File: src/rtl/pe_inst_scheduler_pkg.sv
// Shared constants for the PE instruction scheduler: default geometry, instruction
// field positions, opcode names and FSM state encodings.
package pe_inst_scheduler_pkg;

  localparam int PE_INST_WIDTH = 64;
  localparam int PE_DEPTH      = 16;
  localparam int PE_AW         = 4;
  localparam int PE_LOOP_W     = 8;
  localparam int PE_WB_LAT     = 5;

  localparam int PE_WB_BIT     = PE_INST_WIDTH - 1;
  localparam int PE_OPC_LSB    = 24;
  localparam int PE_OPC_MSB    = 26;

  typedef enum logic [2:0] {
    OP_NOP = 3'd0,
    OP_ADD = 3'd1,
    OP_SUB = 3'd2,
    OP_MUL = 3'd3,
    OP_MAC = 3'd4,
    OP_MOV = 3'd5,
    OP_LD  = 3'd6,
    OP_ST  = 3'd7
  } pe_opcode_e;

  localparam logic [2:0] ST_IDLE  = 3'd0;
  localparam logic [2:0] ST_ISSUE = 3'd1;
  localparam logic [2:0] ST_GAP   = 3'd2;
  localparam logic [2:0] ST_DRAIN = 3'd3;
  localparam logic [2:0] ST_DONE  = 3'd4;

endpackage

File: src/rtl/pe_inst_scheduler.sv
// Program buffer plus issue sequencer feeding the PE control decoder; loops the
// program, spaces out write-back instructions and drains write-back before done.
//
// state    | meaning
// ST_IDLE  | waiting for start; program buffer writable; start may issue entry 0 directly
// ST_ISSUE | issuing one instruction per unstalled cycle in pc order
// ST_GAP   | write-back hazard spacing, gap counts down to 1 (stall ignored)
// ST_DRAIN | last instruction issued, waiting out write-back latency
// ST_DONE  | registers the done pulse, returns to idle
module pe_inst_scheduler
  import pe_inst_scheduler_pkg::*;
#(
  parameter int INST_WIDTH = PE_INST_WIDTH,
  parameter int DEPTH      = PE_DEPTH,
  parameter int AW         = PE_AW,
  parameter int LOOP_W     = PE_LOOP_W,
  parameter int WB_LAT     = PE_WB_LAT
) (
  input  logic                  clk,
  input  logic                  rst,
  input  logic                  ld_v,
  input  logic [AW-1:0]         ld_addr,
  input  logic [INST_WIDTH-1:0] ld_inst,
  input  logic [AW:0]           prog_len,
  input  logic [LOOP_W-1:0]     loop_cnt,
  input  logic                  start,
  input  logic                  stall,
  output logic                  inst_v,
  output logic [INST_WIDTH-1:0] inst,
  output logic                  busy,
  output logic                  done,
  output logic                  ld_err
);

  localparam int GAP_W = $clog2(WB_LAT + 1);
  localparam logic [GAP_W-1:0]  GAP_INIT = GAP_W'(WB_LAT);
  localparam logic [GAP_W-1:0]  GAP_ONE  = GAP_W'(1);
  localparam logic [AW:0]       LEN_ONE  = {{AW{1'b0}}, 1'b1};
  localparam logic [LOOP_W-1:0] LOOP_ONE = LOOP_W'(1);

  logic [INST_WIDTH-1:0] prog_mem [DEPTH];

  logic [2:0]        state;
  logic [AW-1:0]     pc;
  logic [LOOP_W-1:0] loop;
  logic [GAP_W-1:0]  gap;
  logic [AW:0]       len_q;
  logic [LOOP_W-1:0] loops_q;

  logic                  idle;
  logic                  accept;
  logic                  issue_en;
  logic [AW:0]           eff_len;
  logic [LOOP_W-1:0]     eff_loops;
  logic [AW-1:0]         eff_pc;
  logic [LOOP_W-1:0]     eff_loop;
  logic [INST_WIDTH-1:0] issue_inst;
  logic                  last_pc;
  logic                  last_loop;
  logic [AW-1:0]         adv_pc;
  logic [LOOP_W-1:0]     adv_loop;
  logic [2:0]            adv_state;
  logic [GAP_W-1:0]      adv_gap;

  assign idle   = (state == ST_IDLE);
  assign accept = idle && start;

  // In idle the run parameters come straight from the ports so that entry 0 can
  // issue on the same edge that accepts start.
  always_comb begin
    eff_len   = len_q;
    eff_loops = loops_q;
    eff_pc    = pc;
    eff_loop  = loop;
    if (idle) begin
      eff_len   = prog_len;
      eff_loops = (loop_cnt == '0) ? LOOP_ONE : loop_cnt;
      eff_pc    = '0;
      eff_loop  = '0;
    end
  end

  assign issue_en = !stall && ((accept && (prog_len != '0)) || (state == ST_ISSUE));

  // A load landing on the same edge as start must be seen by the first issue.
  assign issue_inst = (idle && ld_v && (ld_addr == eff_pc)) ? ld_inst : prog_mem[eff_pc];

  assign last_pc   = ({1'b0, eff_pc} == (eff_len - LEN_ONE));
  assign last_loop = (eff_loop == (eff_loops - LOOP_ONE));

  always_comb begin
    adv_pc    = eff_pc + 1'b1;
    adv_loop  = eff_loop;
    adv_state = ST_ISSUE;
    adv_gap   = gap;
    if (last_pc) begin
      adv_pc   = '0;
      adv_loop = eff_loop + LOOP_ONE;
    end
    if (last_pc && last_loop) begin
      adv_state = ST_DRAIN;
      adv_gap   = GAP_INIT;
    end else if (issue_inst[INST_WIDTH-1]) begin
      adv_state = ST_GAP;
      adv_gap   = GAP_INIT;
    end
  end

  always_ff @(posedge clk) begin
    if (ld_v && idle) begin
      prog_mem[ld_addr] <= ld_inst;
    end
  end

  always_ff @(posedge clk) begin
    if (rst) begin
      state   <= ST_IDLE;
      pc      <= '0;
      loop    <= '0;
      gap     <= '0;
      len_q   <= '0;
      loops_q <= '0;
      inst_v  <= 1'b0;
      inst    <= '0;
      busy    <= 1'b0;
      done    <= 1'b0;
      ld_err  <= 1'b0;
    end else begin
      done   <= 1'b0;
      ld_err <= ld_v && !idle;
      inst_v <= issue_en;
      if (issue_en) begin
        inst <= issue_inst;
      end

      case (state)
        ST_IDLE: begin
          busy <= accept;
          if (accept) begin
            len_q   <= prog_len;
            loops_q <= eff_loops;
            if (prog_len == '0) begin
              state <= ST_DONE;
            end else if (issue_en) begin
              pc    <= adv_pc;
              loop  <= adv_loop;
              state <= adv_state;
              gap   <= adv_gap;
            end else begin
              pc    <= '0;
              loop  <= '0;
              state <= ST_ISSUE;
            end
          end
        end

        ST_ISSUE: begin
          if (issue_en) begin
            pc    <= adv_pc;
            loop  <= adv_loop;
            state <= adv_state;
            gap   <= adv_gap;
          end
        end

        ST_GAP: begin
          gap <= gap - GAP_ONE;
          if (gap == GAP_ONE) begin
            state <= ST_ISSUE;
          end
        end

        ST_DRAIN: begin
          gap <= gap - GAP_ONE;
          if (gap == GAP_ONE) begin
            state <= ST_DONE;
          end
        end

        // busy stays up through the done pulse and drops on the following idle edge
        ST_DONE: begin
          done  <= 1'b1;
          state <= ST_IDLE;
        end

        default: begin
          state <= ST_IDLE;
        end
      endcase
    end
  end

endmodule
File: config.mk
export PLATFORM = sky130hd
export DESIGN_NAME = pe_inst_scheduler
export DESIGN_NICKNAME = d
export VERILOG_FILES = /design/src/rtl/pe_inst_scheduler_pkg.sv /design/src/rtl/pe_inst_scheduler.sv
export SDC_FILE = /design/constraint.sdc
export NUM_CORES = 2
export LEC_CHECK = 0
export ABC_AREA = 0
export BUFFER_PORTS_ARGS = -buffer_cell sky130_fd_sc_hd__buf_2
export CORE_ASPECT_RATIO = 1.1
export CORE_MARGIN = 10
export CORE_UTILIZATION = 25
export CTS_BUF_LIST = sky130_fd_sc_hd__clkbuf_4
export CTS_CLUSTER_DIAMETER = 30
export CTS_CLUSTER_SIZE = 8
export DETAILED_ROUTE_END_ITERATION = 10
export GPL_ROUTABILITY_DRIVEN = 1
export PLACE_DENSITY_LB_ADDON = 0.15
export SYNTH_ARGS = -nofsm -noshare
export SYNTH_HDL_FRONTEND = slang
export SYNTH_SLANG_ARGS = --single-unit
File: constraint.sdc
create_clock -name clk -period 11.3 [get_ports clk]
set_input_delay 1.13 -clock clk [delete_from_list [all_inputs] [get_ports clk]]
set_output_delay 1.13 -clock clk [all_outputs]
set_load 0.02 [all_outputs]
== Yosys cells after proc, flatten, opt, wreduce, memory -nomap -nowiden ==
Memories as Yosys holds them, arrays and structs flattened.
Cells that the tools add are included.
Word-level totals
  register bits: 99
  logic and storage cells: 87
  memories kept: 1
  bits in writable memories: 1024
  input bits: 86
Memory list
  prog_mem: depth 16, width 64, rd ports 1, clocked after Yosys merged registers in 0, wr ports 1, line pe_inst_scheduler.sv:41  | logic [INST_WIDTH-1:0] prog_mem [DEPTH];
Cells by class
  reduce and logical (&&, ||, !) cells: 21
  eq/ne operators: 13
  add/sub/neg operators: 5
  muxes and demuxes: 36
Operators by type and width (number)
  64-bit two-way mux: 1
  8-bit two-way mux: 8
  3-bit two-way mux: 11
  4-bit two-way mux: 6
  8-bit one-hot mux with 2 select lines: 1
  3-bit one-hot mux with 4 select lines: 1
  3-bit one-hot mux with 3 select lines: 1
  8-bit by 1-bit adder with 8-bit output (second input constant): 1
  8-bit == test: 1
  8-bit logical NOT: 1
  2-bit inequality test (second input constant): 4
  4-bit one-hot mux with 2 select lines: 1
  4-bit AND reduction: 2
  8-bit by 1-bit subtractor with 8-bit output (second input constant): 1
  1-bit logical AND: 7
  3-bit by 1-bit == test with 1-bit output (second input constant): 2
  3-bit by 2-bit == test with 1-bit output (second input constant): 2
  4-bit by 5-bit == test with 1-bit output: 1
  5-bit logical NOT: 1
  5-bit two-way mux: 1
  5-bit nonzero test: 1
  5-bit by 1-bit subtractor with 5-bit output (second input constant): 1
  4-bit by 1-bit adder with 4-bit output (second input constant): 1
  4-bit == test: 1
  13 further kinds: 17

== Longest topological paths before layout ==
  word-level depth: 11
  gate-level depth with buffers: 15

== Worst setup path after synthesis ==
No wires, ideal clock.
  kind: register to register
  start point: register state[0]
  end point: memory prog_mem[1][0] in the netlist's numbering (enable)
  slack: 4.784 ns
  data required time: 10.735 ns
  arrival: 5.950 ns
  cell stages (with the launch flop): 7
  buffers on the path: 3
  cell sequence: dfxtp_1 buf_6 nor3_2 buf_2 buf_1 nand4b_1 nor3_1
Between the ends
  longest elaborated chain between the ends: 4
Ends and longest elaborated chain
  start, declared: line pe_inst_scheduler.sv:43  | logic [2:0] state;
  start signal, assigned: line pe_inst_scheduler.sv:147  | state <= adv_state;
  start signal, assigned: line pe_inst_scheduler.sv:161  | state <= adv_state;
  3-bit logical NOT: line pe_inst_scheduler.sv:65  | assign idle = (state == ST_IDLE);
  1-bit logical AND: line pe_inst_scheduler.sv:110  | if (ld_v && idle) begin
  1-bit two-way mux: line pe_inst_scheduler.sv:110
  1-bit two-way mux (not written as such): line pe_inst_scheduler.sv:111  | prog_mem[ld_addr] <= ld_inst;
  end, declared: line pe_inst_scheduler.sv:41
Every way passes these cells.

== Worst setup path in the final report ==
  start point: register state[0]
  end point: register inst[17]
Between the ends
  longest elaborated chain between the ends: 5
  elaborated cells between the ends (all ways): 12
Ends and longest elaborated chain
  branches (longest 5 deep; another with memory read 16 x 64 bit)
  end signal, assigned: line pe_inst_scheduler.sv:133  | inst <= issue_inst;
  end, declared: line pe_inst_scheduler.sv:29  | output logic [INST_WIDTH-1:0] inst,
Several ways; the timed one is not identified.
A chain may end at the register's enable or synchronous reset.

==> metrics.csv <==
metric,value,unit
global route total overflow,0,
cell row count,162,
RSZ-0062 raised after global routing,no,
clk_lat worst skew,1.27,ns
setup_tns,0,ns
Critical Path Fanout Max,63,
DRT Wirelength,153000,um
Yosys warning total,0,
Tcrit/Tclk final,0.395,
via count,30000,
Startpoint Class,flip-flop,
first drt pass iteration count,5,
Num CTS Buffers,323,
Final setup viols,0,
DRT iter0 DRCs,2259,
first-pass GRT wire length,220000,um
worst-margin pin slew,1.14,ns
Hold Path Cell Cnt,2,
DR WL/cell,24.6,um
total power per unit cell area,182,nW/um^2
dpl ws,6.49,ns
Nets,3685,
sequential fraction of the synthesis area,0.731,
TritonCTS clock tree,done,
reg2reg setup slack,6.84,ns
Worst Path Required,12.35,ns
Crit path depth,8,
drt via density,4.81,
DRC errors left,0,
Placed Cells,5637,
worst r2r src,state[0],
DP HPWL,75100,um
initial antenna violation count,27,
clock sinks,1123,
largest net degree at the start of global routing,164,
DP Area,48300,um^2
Max Root-Sink Buffers,4,
Final Hold Fails,0,
clock skew,0.125,ns
Final Wtd Congestion,0.696,
"Slowest-stage cell, CP",buf_4,
Die W,424,um
leakage,17.7,nW
Starting Density,0.252,
clk root buf,clkbuf_4,
r2r endpoint,inst[17],
area grow syn2layout,18.7,%
gr usage total,0.151,
CP top delay family,simple AND/OR/NAND/NOR gates,
vias in the first global route,30500,
Main synth FF type,edfxtp_1,
top achievable clock speed,0.224,GHz
share of cells above drive strength 1,0.201,
worst setup path category,reg2reg,
buffers plus inverters on the worst setup path,2,
Core Area,178000,um^2
"most used cell, CP",buf_4,
Yosys reg bits,1123,
final worst slack,6.84,ns
# IOs,154,
H-tree depth,5,
Hold Path Origin,ld_v,
cts repair resizes,0,
worst min path class,in2reg,
net count after synthesis,3379,
Post-synth EDFFs,1024,
status,completed,
worst path cell trace,or3_4 > and2_4 > buf_4 > buf_4 > and3_1 > a311oi_1 > nor3_1 > nor4_1,
port bufs,153,
min Tclk post-route,4.46,ns
VDD IR max,0.100,mV
post-route cell area,53200,um^2
Cells after Synth,3287,
kind of end point of the critical path,flip-flop,
syn avg cell area,13.6,um^2
DIE AREA,197000,um^2
distinct cell type count after synthesis,66,
Die H,464,um
mapped cell area,44800,um^2
Detail Route Antenna Nets,0,
CP peak stage delay,0.85,ns
reg2reg path depth,8,
Post-Route Utilization,0.299,
crit path DAT,5.51,ns
Hold Path Sink,ld_err,
clock slew at reported path FFs,0.07,ns
fin. max-slew vios,0,
Max Cap Viol,0,
ys async rst share,0,
Post-Layout Cell Count,6229,
Worst slew margin,0.239,
[flip-flops by register name (all words and copies together), names as in the netlist, 3 cells and up]
name and count:
prog_mem 1024, inst 64, loop 8, loops_q 8, len_q 5, pc 4
gap 3, state 3
[per-layer routing]
layer / vias to the layer above / GRT usage / wire length [um]
met5: - / 0 / 45
met1: 15300 / 0.204 / 69500
met3: 260 / 0.0374 / 9770
met2: 967 / 0.241 / 71200
met4: 8 / 0.0378 / 2810
li1: 13500 / - / -
[Yosys cell counts, types with 2 or more instances]
library cell,count,area (um^2)
a311oi_1,127,1110
edfxtp_1,1024,30700
buf_2,31,155
a211oi_1,5,37.5
o21a_1,3,22.5
buf_6,2,22.5
and3_1,126,788
or3_1,67,419
clkbuf_1,196,736
nor2b_1,2,12.5
mux2_2,3,33.8
a21boi_0,2,15.0
nand4b_1,3,26.3
mux2i_1,138,1380
dfxtp_1,99,1980
nand4_1,6,37.5
a32o_1,2,20.0
xor2_1,8,70.1
nand3_1,9,45.0
inv_2,3,11.3
nor4b_1,4,35.0
a21o_1,2,15.0
xnor2_1,13,114
nand2_1,552,2070
and2_1,3,18.8
inv_1,7,26.3
nand2b_1,6,37.5
a21oi_1,89,445
o32a_1,2,20.0
buf_1,16,60.1
a211o_1,3,26.3
nor3_1,76,380
o21ai_0,73,365
o221ai_1,63,552
ha_1,6,75.1
nor3b_1,3,22.5
a31oi_1,6,37.5
nor4_1,67,419
o31ai_1,6,45.0
o22ai_1,124,776
o211ai_1,63,473
nor2_1,223,837
[area by class of cell]
class,count,area (um^2)
antenna,12,30.0
clock buffer,396,2970
clock inverter,175,1760
fill,18200,125000
inverter,10,48.8
multi-input combinational,1909,11300
sequential,1123,32700
tap,2378,2980
timing repair buffer,226,1390
[metrics by stage]
step | power (W) | hold slack [ns]
detailed placement | 0.00539 | 0.449
finish | 0.00970 | 0.173
global route | 0.0101 | 0.00455
floorplan | 0.00508 | 0.448
global placement | 0.00539 | 0.446
CTS | 0.00986 | 0.00316
[how the worst max path moves through the flow]
| stage | from | end | slack, ns |
|---|---|---|---|
| floorplan | state[0] | prog_mem[1][0] | 4.78 |
| global placement | ld_addr[0] | inst[24] | 6.57 |
| detailed placement | ld_addr[0] | inst[22] | 6.49 |
| CTS | state[0] | inst[17] | 6.79 |
| global route | state[0] | inst[17] | 6.60 |
| finish | state[0] | inst[17] | 6.84 |
[kinds of logic (layout without fill, tap and decap cells)]
group | count (synthesis) | after routing | synth area share
simple gates | 1155 | 1155 | 0.117
flops | 1123 | 1123 | 0.731
compound gates | 585 | 585 | 0.0921
buf+inv | 255 | 807 | 0.0226
mux | 142 | 142 | 0.0321
xor+xnor | 21 | 21 | 0.00411
fa+ha+maj | 6 | 6 | 0.00168
other cells | 0 | 12 | 0
[power breakdown]
group | internal (W) | total, W | switching [W] | leakage (nW)
registers | 0.00461 | 0.00466 | 0.0000583 | 10.0
clock network | 0.00255 | 0.00441 | 0.00186 | 2.70
logic | 0.000178 | 0.000625 | 0.000447 | 4.99
total | 0.00733 | 0.00970 | 0.00237 | 17.7
[what timing repair did]
item,CTS,global route
buffers inserted,0,0
endpoints found under the hold margin,9,0
hold buffers,9,0
[layout by cell type (no fill, tap or decap), drive strengths merged, types with 99 or more instances in the layout]
| cell type | n |
|---|---|
| edfxtp | 1024 |
| nand2 | 552 |
| clkbuf | 396 |
| nor2 | 224 |
| buf | 217 |
| mux2i | 138 |
| a311oi | 127 |
| and3 | 126 |
| o22ai | 124 |
| clkinv | 124 |
| dfxtp | 99 |
Note: power is estimated with default switching activity, not from simulation.
